--- src/rtl/btn_evt_pkg.sv ---
// Shared types for the push-button event scheduler: event kinds, per-button FSM states
// and the round-robin index wrap helper.
package btn_evt_pkg;

  typedef enum logic [1:0] {
    EVT_PRESS   = 2'd0,
    EVT_LONG    = 2'd1,
    EVT_REPEAT  = 2'd2,
    EVT_RELEASE = 2'd3
  } evt_kind_t;

  typedef enum logic [1:0] {
    B_IDLE = 2'd0,
    B_HELD = 2'd1,
    B_REP  = 2'd2
  } btn_fsm_t;

  // Wrap a round-robin candidate index that may run at most one lap past n-1.
  function automatic int rr_wrap(input int v, input int n);
    return (v >= n) ? (v - n) : v;
  endfunction

endpackage

--- src/rtl/btn_press_timer.sv ---
// One button's press/long/repeat/release classifier; the raise output is combinational so the
// owning slot loads on the same edge as the FSM moves. No backpressure: events are always raised.
module btn_press_timer
  import btn_evt_pkg::*;
#(
  parameter int          CNT_W      = 27,
  parameter int unsigned LONG_CYC   = 100_000_000,
  parameter int unsigned REPEAT_CYC = 20_000_000
) (
  input  logic      clk,
  input  logic      rst,
  input  logic      btn_state,
  input  logic      btn_posedge,
  input  logic      btn_negedge,
  output logic      raise_vld,
  output evt_kind_t raise_kind
);

  localparam logic [CNT_W-1:0] LONG_TC = CNT_W'(LONG_CYC - 1);
  localparam logic [CNT_W-1:0] REP_TC  = CNT_W'(REPEAT_CYC - 1);
  localparam logic [CNT_W-1:0] CNT_ONE = CNT_W'(1);

  btn_fsm_t         state_q, state_d;
  logic [CNT_W-1:0] cnt_q, cnt_d;
  logic             release_hit;

  // A lost negedge is recovered from the level so the FSM cannot stick in a held state.
  assign release_hit = btn_negedge || !btn_state;

  always_comb begin
    state_d    = state_q;
    cnt_d      = cnt_q;
    raise_vld  = 1'b0;
    raise_kind = EVT_PRESS;
    case (state_q)
      B_IDLE: begin
        if (btn_posedge) begin
          state_d   = B_HELD;
          cnt_d     = '0;
          raise_vld = 1'b1;
        end
      end
      B_HELD: begin
        if (release_hit) begin
          state_d    = B_IDLE;
          cnt_d      = '0;
          raise_vld  = 1'b1;
          raise_kind = EVT_RELEASE;
        end else if (cnt_q == LONG_TC) begin
          state_d    = B_REP;
          cnt_d      = '0;
          raise_vld  = 1'b1;
          raise_kind = EVT_LONG;
        end else begin
          cnt_d = cnt_q + CNT_ONE;
        end
      end
      B_REP: begin
        if (release_hit) begin
          state_d    = B_IDLE;
          cnt_d      = '0;
          raise_vld  = 1'b1;
          raise_kind = EVT_RELEASE;
        end else if (cnt_q == REP_TC) begin
          cnt_d      = '0;
          raise_vld  = 1'b1;
          raise_kind = EVT_REPEAT;
        end else begin
          cnt_d = cnt_q + CNT_ONE;
        end
      end
      default: begin
        state_d = B_IDLE;
        cnt_d   = '0;
      end
    endcase
  end

  always_ff @(posedge clk or posedge rst) begin
    if (rst) begin
      state_q <= B_IDLE;
      cnt_q   <= '0;
    end else begin
      state_q <= state_d;
      cnt_q   <= cnt_d;
    end
  end

endmodule

--- src/rtl/btn_event_scheduler.sv ---
// Per-button event slots serialized by a round-robin arbiter into one registered valid/ready
// stream; press-to-evt_valid is 2 cycles, and a stalled consumer holds the output while slots overwrite.
module btn_event_scheduler
  import btn_evt_pkg::*;
#(
  parameter int          NUM_BTN    = 4,
  parameter int          ID_W       = $clog2(NUM_BTN),
  parameter int          CNT_W      = 27,
  parameter int unsigned LONG_CYC   = 100_000_000,
  parameter int unsigned REPEAT_CYC = 20_000_000
) (
  input  logic               clk,
  input  logic               rst,
  input  logic [NUM_BTN-1:0] btn_state,
  input  logic [NUM_BTN-1:0] btn_posedge,
  input  logic [NUM_BTN-1:0] btn_negedge,
  output logic               evt_valid,
  input  logic               evt_ready,
  output logic [ID_W-1:0]    evt_id,
  output logic [1:0]         evt_kind,
  output logic [NUM_BTN-1:0] pending,
  output logic               overflow
);

  logic [NUM_BTN-1:0] raise_vld;
  evt_kind_t          raise_kind [NUM_BTN];

  for (genvar g = 0; g < NUM_BTN; g++) begin : g_btn
    btn_press_timer #(
      .CNT_W      (CNT_W),
      .LONG_CYC   (LONG_CYC),
      .REPEAT_CYC (REPEAT_CYC)
    ) u_timer (
      .clk         (clk),
      .rst         (rst),
      .btn_state   (btn_state[g]),
      .btn_posedge (btn_posedge[g]),
      .btn_negedge (btn_negedge[g]),
      .raise_vld   (raise_vld[g]),
      .raise_kind  (raise_kind[g])
    );
  end

  logic [NUM_BTN-1:0] pend_vld_q, pend_vld_d;
  evt_kind_t          pend_kind_q [NUM_BTN];
  evt_kind_t          pend_kind_d [NUM_BTN];
  logic               evt_valid_q, evt_valid_d;
  logic [ID_W-1:0]    evt_id_q, evt_id_d;
  evt_kind_t          evt_kind_q, evt_kind_d;
  logic [ID_W-1:0]    last_grant_q, last_grant_d;
  logic               overflow_q, overflow_d;

  logic               out_load;
  logic               gnt_found;
  logic [ID_W-1:0]    gnt_idx;

  assign out_load = !evt_valid_q || evt_ready;

  // First pending slot at or after last_grant+1, wrapping once around.
  always_comb begin
    gnt_found = 1'b0;
    gnt_idx   = '0;
    for (int k = 1; k <= NUM_BTN; k++) begin
      automatic logic [ID_W-1:0] cand = ID_W'(rr_wrap(int'(last_grant_q) + k, NUM_BTN));
      if (!gnt_found && pend_vld_q[cand]) begin
        gnt_found = 1'b1;
        gnt_idx   = cand;
      end
    end
  end

  always_comb begin
    evt_valid_d  = evt_valid_q;
    evt_id_d     = evt_id_q;
    evt_kind_d   = evt_kind_q;
    last_grant_d = last_grant_q;
    overflow_d   = 1'b0;
    if (out_load) begin
      evt_valid_d = gnt_found;
      if (gnt_found) begin
        evt_id_d     = gnt_idx;
        evt_kind_d   = pend_kind_q[gnt_idx];
        last_grant_d = gnt_idx;
      end
    end
    for (int i = 0; i < NUM_BTN; i++) begin
      automatic logic granted = out_load && gnt_found && (gnt_idx == ID_W'(i));
      pend_vld_d[i]  = pend_vld_q[i] && !granted;
      pend_kind_d[i] = pend_kind_q[i];
      // A new event always wins the slot; it only counts as lost data if the old one stays put.
      if (raise_vld[i]) begin
        pend_vld_d[i]  = 1'b1;
        pend_kind_d[i] = raise_kind[i];
        if (pend_vld_q[i] && !granted) overflow_d = 1'b1;
      end
    end
  end

  always_ff @(posedge clk or posedge rst) begin
    if (rst) begin
      pend_vld_q   <= '0;
      evt_valid_q  <= 1'b0;
      evt_id_q     <= '0;
      evt_kind_q   <= EVT_PRESS;
      last_grant_q <= ID_W'(NUM_BTN - 1);
      overflow_q   <= 1'b0;
      for (int i = 0; i < NUM_BTN; i++) pend_kind_q[i] <= EVT_PRESS;
    end else begin
      pend_vld_q   <= pend_vld_d;
      evt_valid_q  <= evt_valid_d;
      evt_id_q     <= evt_id_d;
      evt_kind_q   <= evt_kind_d;
      last_grant_q <= last_grant_d;
      overflow_q   <= overflow_d;
      for (int i = 0; i < NUM_BTN; i++) pend_kind_q[i] <= pend_kind_d[i];
    end
  end

  assign evt_valid = evt_valid_q;
  assign evt_id    = evt_id_q;
  assign evt_kind  = evt_kind_q;
  assign pending   = pend_vld_q;
  assign overflow  = overflow_q;

endmodule

--- config.mk ---
export PLATFORM = sky130hd
export DESIGN_NAME = btn_event_scheduler
export DESIGN_NICKNAME = d
export VERILOG_FILES = /design/src/rtl/btn_evt_pkg.sv /design/src/rtl/btn_press_timer.sv /design/src/rtl/btn_event_scheduler.sv
export SDC_FILE = /design/constraint.sdc
export NUM_CORES = 1
export LEC_CHECK = 0
export CAP_MARGIN = 25
export CORE_ASPECT_RATIO = 1.4
export CORE_UTILIZATION = 34
export CTS_CLUSTER_DIAMETER = 30
export CTS_CLUSTER_SIZE = 8
export DETAILED_ROUTE_END_ITERATION = 16
export GPL_TIMING_DRIVEN = 1
export HOLD_SLACK_MARGIN = 0.03
export MAX_ROUTING_LAYER = met4
export PLACE_DENSITY = 0.51
export SYNTH_ARGS = -nofsm -noshare
export SYNTH_HDL_FRONTEND = slang
export SYNTH_SLANG_ARGS = --single-unit
--- constraint.sdc ---
create_clock -name clk -period 4.9 [get_ports clk]
set_clock_uncertainty 0.1 [all_clocks]
set_input_delay 1.47 -clock clk [delete_from_list [all_inputs] [get_ports clk]]
set_output_delay 1.47 -clock clk [all_outputs]
set_load 0.01 [all_outputs]
== Word level (Yosys, flattened, before mapping) ==
Index checks and enable logic that the tools add are counted.

* Register bits after elaboration: 136
* Bits of input ports: 15
* Output and inout bits: 10
* Word-level logic and storage cells: 233

* $add $sub $neg: 12
* Order comparisons: 9
* Equality and inequality tests: 31
* Mux-type cells: 123
* Bitwise gates (word level): 1
* Reductions and logical operators: 39

{| class="wikitable"
|+ Operators with widths
! kind !! count
|-
| $mux 27 || 20
|-
| $pmux 27 s3 || 4
|-
| $add 27x1->27 const B || 4
|-
| $eq 27x25->1 const B || 4
|-
| $eq 27x27->1 const B || 4
|-
| $mux 2 || 38
|-
| $mux 1 || 44
|-
| $pmux 2 s3 || 4
|-
| $pmux 2 s2 || 4
|-
| $eq 2x2->1 const B || 6
|-
| $ge 3x3->1 const B || 4
|-
| $logic_and 1x1->1 || 12
|-
| $logic_not 1->1 || 12
|-
| $lt 2x3->1 const B || 4
|-
| $ne 3x1->1 const B || 4
|-
| $pmux 1 s3 || 4
|-
| $reduce_and 3->1 || 4
|-
| $eq 2x1->1 const B || 5
|-
| $logic_not 2->1 || 5
|-
| $bmux 1 s2 || 4
|-
| $ne 2x1->1 const B || 4
|-
| $ne 2x2->1 const B || 4
|-
| $sub 2x1->2 const B || 4
|-
| $add 2x2->3 const B || 2
|-
| 7 further kinds || 11
|}

== Logic depth before layout (Yosys ltp) ==
Gate-level depths: netlist (run 1).

* Depth in word-level cells: 27
* Mapped depth: 9
* Mapped depth without buffers: 8

== Hierarchy ==
From an unflattened synthesis (run 1), not the netlist that was laid out.

* Cell total of the unflattened synthesis: 1006
* Area, all modules: 8695.8 um^2

{| class="wikitable"
|+ Modules (own cells, without submodules)
! module !! times used !! cells an instance !! area an instance (um^2) !! sequential area each (um^2)
|-
| btn_press_timer at g_btn[1].u_timer ... || 2 || 228 || 1921.8 || 725.7
|-
| btn_press_timer at g_btn[0].u_timer || 1 || 225 || 1921.8 || 725.7
|-
| btn_press_timer at g_btn[3].u_timer || 1 || 219 || 1880.6 || 725.7
|-
| btn_event_scheduler || 1 || 106 || 1049.8 || 503.0
|}

== Least setup slack after synthesis (run 1) ==
Ideal clock, no wire load.

* Kind: input port to flip-flop
* From: in btn_negedge[3]
* To: reg g_btn[3].u_timer.cnt_q[17]
* Arrival: 2883 ps
* Slack: 1807 ps
* Stages: 6
* Path buffers: 1
* Cells stage by stage: nand2b_1 > clkbuf_1 > or2_2 > a21oi_1 > nand2_1 > o41ai_1

* Cells in the longest elaborated chain, start to end: 3
* Elaborated cells between the ends (all ways): 4
* Classes of those cells: mux: 3; reduce/logical: 1

{| class="wikitable"
|+ RTL lines
! what !! RTL line !! source
|-
| start, declared || btn_event_scheduler.sv:16 || <nowiki>input logic [NUM_BTN-1:0] btn_negedge,</nowiki>
|-
| $logic_or 1x1->1 (*) || btn_press_timer.sv:28 || <nowiki>assign release_hit = btn_negedge || !btn_state;</nowiki>
|-
| $mux 27, on equally long branches || btn_press_timer.sv:59, btn_press_timer.sv:44 ||
|-
| $pmux 27 s3 (*) || btn_press_timer.sv:35 || <nowiki>case (state_q)</nowiki>
|-
| end signal, assigned || btn_press_timer.sv:85 || <nowiki>cnt_q <= cnt_d;</nowiki>
|-
| end, declared || btn_press_timer.sv:24 || <nowiki>logic [CNT_W-1:0] cnt_q, cnt_d;</nowiki>
|}

Mark *: on every way between the ends. The rest lies on a longest branch, timed or not.
A chain may end at the register's enable or synchronous reset.

== Worst setup path in the final report (run 1) ==
* From: in btn_posedge[0]
* To: reg g_btn[0].u_timer.cnt_q[23]

* Cells in the longest elaborated chain, start to end: 1

{| class="wikitable"
|+ RTL lines
! what !! RTL line !! source
|-
| start, declared || btn_event_scheduler.sv:15 || <nowiki>input logic [NUM_BTN-1:0] btn_posedge,</nowiki>
|-
| $ne 2x2->1 (no source line) || n/a ||
|-
| end signal, assigned || btn_press_timer.sv:85 ||
|-
| end, declared || btn_press_timer.sv:24 ||
|}

Every way passes these cells.

==> results of run 1 <==
## cell usage after synthesis, types with 20 or more instances
cell type | number | area [sq um]
nor2_1 | 90 | 337.8
ha_1 | 20 | 250.2
a22o_1 | 22 | 192.7
a21oi_1 | 29 | 145.1
nand3_1 | 53 | 265.3
xor2_1 | 30 | 262.8
nand4_1 | 26 | 162.7
nand2_1 | 98 | 367.9
nor3_1 | 30 | 150.1
inv_1 | 32 | 120.1
o21ai_0 | 64 | 320.3
dfrtp_1 | 134 | 3353
## path summary, 6_finish.rpt
| kind | from | end | cells after the start |
|---|---|---|---|
| min in group asynchronous | rst | g_btn[2].u_timer.cnt_q[5] | 3 |
| hold / removal | pend_kind_q[3] | pend_kind_q[3] | 1 |
| setup reg to reg | g_btn[2].u_timer.cnt_q[0] | g_btn[2].u_timer.cnt_q[17] | 7 |
| hold reg to reg | pend_kind_q[3] | pend_kind_q[3] | 1 |
| max in group asynchronous | rst | g_btn[1].u_timer.cnt_q[8] | 3 |
| setup / recovery | btn_posedge[0] | g_btn[0].u_timer.cnt_q[23] | 6 |
## registers in the layout, summed over array words and instances (netlist names)
name,flops
g_btn.u_timer.cnt_q,108
g_btn.u_timer.state_q,8
pend_kind_q,8
pending,4
evt_id,2
evt_kind,2
last_grant_q,2
evt_valid,1
overflow,1
## area by class of cell
| cell class | instances | area share (%) |
|---|---|---|
| Clock buffer | 22 | 5.001 |
| Clock inverter | 10 | 1.405 |
| Inverter | 32 | 1.364 |
| Multi-Input combinational cell | 697 | 46.97 |
| Sequential cell | 136 | 37.50 |
| Tap cell | 301 | 4.147 |
| Timing Repair Buffer | 34 | 3.610 |
## worst max-delay path, stage by stage
cell and delay, ns:
clkdlybuf4s50_1 0.54, nor2b_1 0.22, nor4b_1 0.65, nand4_1 0.39, or3_1 0.45, a21oi_1 0.14
## report_power, final
group	total (mW)	switching [mW]	internal [mW]
clock	1.29	0.486	0.808
sequential	1.30	0.0883	1.22
combinational	0.810	0.494	0.316
## metal layers
metal | routed length (um) | share of wire, % | track usage (%)
met1 | 8482 | 44 | 21.28
met2 | 9791 | 51 | 30.90
met3 | 484 | 2.5 | 3.313
met4 | 416 | 2.2 | 7.172
met5 | 0 | 0 | -
## cell families (layout without fill, tap and decap cells)
logic type | after synthesis | in the layout
flops | 136 | 136
buf+inv | 52 | 98
fa+ha+maj | 20 | 20
compound gates | 187 | 187
xor+xnor | 48 | 48
simple gates | 428 | 428
mux | 14 | 14
## through the flow
step	area [sq um]	utilization (%)
CTS	9081	40.02
floorplan	7898	-
global placement	8499	37.46
finish	9081	40.02
detailed placement	8499	37.46
global route	9081	40.02
==> impl_metrics.py, run 1 <==
metrics = {
    "run_status": {
        "status": "completed",
    },
    "die": {
        "die_h_um": 182.3,
        "coreArea_sq_um": 22690,
        "initial_core_util_pct": 34.79,
        "io-pin-count": 25,
        "dieArea_sq_um": 23840,
        "rows": 65,
        "fp.dieW_um": 130.8,
    },
    "timing": {
        "setup_viol": 0,
        "worst_slack_ns": 1.290,
        "slew_headroom_pct": 40.20,
        "tns_ns": 0,
        "holdWs_ns": 0.3769,
        "rsz0062_at_grt": "false",
        "period_minus_slack_ns": 3.610,
        "post-route-period-util_pct": 73.68,
        "finalHoldViolCount": 0,
        "max_freq_ghz": 0.2770,
        "slew_violations": 0,
        "worstMarginPinSlew_ns": 0.8952,
    },
    "clock_network": {
        "clkSlewWorstSetupHoldPaths_ns": 0.06,
        "clock_sinks": 136,
        "cts_setup_buffers": 0,
        "clockBufferDepth": 2,
        "cts_root_buf": "clkbuf_16",
        "cts-resized-gates": 0,
        "cts_made_buffers": 17,
        "cts-hold-fix-buffers": 0,
        "h-tree-depth": 4,
        "cts_tree": "yes",
        "clk-insertion-delay-late_ns": 0.43,
    },
    "worst_hold_path": {
        "worstHoldPathType": "reg2reg",
    },
    "layout": {
        "final_common_cell": "dfrtp_1",
        "synthToLayoutAreaGrowth_pct": 15.04,
        "drive_above_1_share_pct": 7.304,
        "final_cell_mix": "134 x dfrtp_1, 98 x nand2_1, 90 x nor2_1, 64 x o21ai_0, 53 x nand3_1",
        "nets": 953,
        "diodes": 0,
        "register_area_sq_um": 3406,
        "fillers": 2278,
        "multi_input_area_sq_um": 4265,
        "final_cells": 1232,
    },
    "power_and_ir_drop": {
        "total_power_mw": 3.407,
        "leakage_nw": 3.692,
        "powerDensity_nw_per_um2": 375.2,
        "irDropWorstVdd_mv": 0.2909,
    },
    "grt": {
        "grt_first_pass_wirelength_um": 33440,
        "grt_usage_pct": 18.31,
        "grt_pass1_vias": 6720,
        "grt_overflow_total": 0,
        "antenna_found_initial": 0,
        "grt_max_degree": 70,
    },
    "drt": {
        "drc": 0,
        "via_count": 6630,
        "drt_iter0_markers": 411,
        "routedWlPerCell_um": 15.56,
        "postRouteAntennaNets": 0,
        "via_per_inst": 5.381,
        "wl_um": 19170,
        "firstDrtPassIters": 5,
    },
    "setup_path": {
        "start_kind": "primary input",
        "arrival_ns": 3.86,
        "crit_path_end_kind": "flop",
        "cp_data_required_time_ns": 5.15,
        "worstPathMaxFanout": 14,
        "crit_type": "in2reg",
        "regToRegSetupSlack_ns": 1.84,
    },
    "place": {
        "portBuffers": 24,
        "hpwl_um": 13620,
        "place_ws_ns": 0.9073,
        "gp_congestion": 0.8085,
        "dpl.cell_count": 1200,
    },
    "logic_synthesis": {
        "synth_nets": 920,
        "syn_area_per_cell_sq_um": 8.920,
        "synth.area.mux_share_pct": 1.870,
        "netlist_area_sq_um": 7894,
        "ys_types": 68,
        "synth.yosys.warnings": 0,
        "synth_top_family_by_area": "simple AND/OR/NAND/NOR gates",
        "synth-main-ff-cell": "dfrtp_1",
        "synth_seq_area_share_pct": 43.14,
        "synthAdderAreaFrac_pct": 3.170,
        "synth-xor-area-share_pct": 5.326,
        "syn_inst": 885,
        "synth_compound_area_share_pct": 15.69,
        "ys_async_sr_fraction_pct": 100.0,
        "synth_edf_count": 0,
        "ys_seq_elements": 136,
        "synth-simple-area-share_pct": 27.98,
    },
    "job": {
        "maxCapViolations": 0,
    },
}
No activity file was read; power rests on OpenSTA's default activity.
==> inputs of run 2 (changes only) <==
--- a/config.mk
+++ b/config.mk
@@ -14,7 +14,7 @@
 export GPL_TIMING_DRIVEN = 1
 export HOLD_SLACK_MARGIN = 0.03
 export MAX_ROUTING_LAYER = met4
-export PLACE_DENSITY = 0.51
+export PLACE_DENSITY = 0.49
 export SYNTH_ARGS = -nofsm -noshare
 export SYNTH_HDL_FRONTEND = slang
 export SYNTH_SLANG_ARGS = --single-unit
==> constraint.sdc (replaced) <==
create_clock -name clk -period 3.59 [get_ports clk]
set_clock_uncertainty 0.1 [all_clocks]
set_input_delay 1.077 -clock clk [delete_from_list [all_inputs] [get_ports clk]]
set_output_delay 1.077 -clock clk [all_outputs]
set_load 0.01 [all_outputs]
==> impl_metrics.py, run 2 (synthesis results as in run 1) <==
metrics = {
    "drt": {
        "via_count": 6558,
        "postRouteAntennaNets": 0,
        "via_per_inst": 5.259,
        "drc": 0,
        "wl_um": 19150,
        "drt_iter0_markers": 364,
        "firstDrtPassIters": 5,
        "routedWlPerCell_um": 15.35,
    },
    "run_status": {
        "status": "completed",
    },
    "grt": {
        "grt_max_degree": 89,
        "grt_overflow_total": 0,
        "grt_usage_pct": 17.85,
        "grt_first_pass_wirelength_um": 32530,
        "grt_pass1_vias": 6459,
        "antenna_found_initial": 0,
    },
    "place": {
        "dpl.cell_count": 1215,
        "gp_congestion": 0.7797,
        "hpwl_um": 13520,
        "portBuffers": 24,
    },
    "layout": {
        "drive_above_1_share_pct": 8.774,
        "diodes": 0,
        "final_cell_mix": "134 x dfrtp_1, 98 x nand2_1, 90 x nor2_1, 64 x o21ai_0, 53 x nand3_1",
        "fillers": 2293,
        "fin_util_pct": 40.55,
        "final_common_cell": "dfrtp_1",
        "nets": 968,
        "synthToLayoutAreaGrowth_pct": 16.56,
        "final_cells": 1247,
        "top_regs": "g_btn.u_timer.cnt_q: 108 flops, g_btn.u_timer.state_q: 8 flops, pend_kind_q: 8 flops",
        "largest_register_ff_count": 108,
        "largest_register": "g_btn.u_timer.cnt_q",
    },
    "timing": {
        "slew_headroom_pct": 51.81,
        "worstMarginPinSlew_ns": 0.7195,
        "period_minus_slack_ns": 3.015,
        "setup_viol": 0,
        "holdWs_ns": 0.3729,
        "finalHoldViolCount": 0,
        "rsz0062_at_grt": "false",
        "slew_violations": 0,
        "max_freq_ghz": 0.3317,
        "post-route-period-util_pct": 83.99,
        "tns_ns": 0,
    },
    "power_and_ir_drop": {
        "p_switching_mw": 1.483,
        "pwr-share-clk_pct": 37.9,
        "pwr-share-comb_pct": 24.2,
        "seq_power_share_pct": 38.0,
        "irDropWorstVdd_mv": 0.3822,
        "total_power_mw": 4.689,
        "p_int_mw": 3.206,
        "powerDensity_nw_per_um2": 509.6,
        "leakage_nw": 3.766,
        "switching_share_pct": 31.63,
    },
    "setup_path": {
        "crit-reg2reg-launch": "g_btn[1].u_timer.cnt_q[9]",
        "crit_type": "reg2reg",
        "arrival_ns": 3.21,
        "worstPathMaxFanout": 16,
        "crit_path_end_kind": "flop",
        "cp_data_required_time_ns": 3.79,
        "start_kind": "flop",
        "startpoint": "g_btn[1].u_timer.cnt_q[9]",
    },
    "job": {
        "maxCapViolations": 0,
    },
    "die": {
        "die_h_um": 182.3,
        "rows": 65,
        "coreArea_sq_um": 22690,
        "io-pin-count": 25,
        "initial_core_util_pct": 34.79,
        "fp.dieW_um": 130.8,
        "dieArea_sq_um": 23840,
    },
    "clock_network": {
        "clk-insertion-delay-late_ns": 0.43,
        "clkSlewWorstSetupHoldPaths_ns": 0.06,
        "clockBufferDepth": 2,
        "cts-resized-gates": 0,
        "cts_root_buf": "clkbuf_16",
        "cts_made_buffers": 17,
        "cts-hold-fix-buffers": 0,
        "cts_setup_buffers": 0,
        "cts_tree": "yes",
        "clock_sinks": 136,
        "h-tree-depth": 4,
    },
    "worst_hold_path": {
        "worstHoldPathType": "reg2reg",
        "hp-start": "pend_kind_q[7]",
    },
}
## run 2: worst max-delay path, stage by stage, from the launching register on
cell,delay [ns]
dfrtp_1,0.43
or4b_1,0.53
or4_4,0.52
nor3_1,0.43
a2bb2oi_4,0.39
and2_2,0.39
nor2_1,0.09
## run 2: final timing paths
path / to / slack [ns] / cells after the start
setup / recovery: g_btn[1].u_timer.cnt_q[18] / 0.57 / 6
hold / removal: pend_kind_q[7] / 0.37 / 2
setup reg to reg: g_btn[1].u_timer.cnt_q[18] / 0.57 / 6
hold reg to reg: pend_kind_q[7] / 0.37 / 2
max in group asynchronous: last_grant_q[1] / 1.69 / 3
min in group asynchronous: g_btn[3].u_timer.cnt_q[0] / 0.89 / 2
## run 2: power groups by stage
stage / registers, mW / logic (mW) / clock network [mW]
finish: 1.78 / 1.13 / 1.78
global route: 1.80 / 1.27 / 1.90
CTS: 1.78 / 1.15 / 1.83
detailed placement: 1.81 / 1.14 / 0
global placement: 1.81 / 1.15 / 0
floorplan: 1.77 / 0.803 / 0
## run 2: per-stage QoR
stage          area (sq um)  setup WS (ns)
3_3_place_gp           8612         0.3827
3_5_place_dp           8612         0.3270
5_1_grt                9201         0.2962
2_1_floorplan          7898         0.7215
6_report               9201         0.5749
4_1_cts                9201         0.5279
## run 2: layout make-up
cell class / instances / area, sq um / area share, %
flip-flops and latches: 136 / 3406 / 37.01
repair buffers: 49 / 440.4 / 4.787
clock buffers: 25 / 495.5 / 5.385
clock inverters: 7 / 93.84 / 1.020
well taps: 301 / 376.6 / 4.093
inverters: 32 / 123.9 / 1.346
multi-input cells: 697 / 4265 / 46.36
## run 2: per-layer routing
layer / part of all wire (%) / GRT usage (%)
met5: 0 / -
met4: 1.2 / 5.471
met3: 2.3 / 3.254
met2: 50 / 29.44
met1: 47 / 21.93
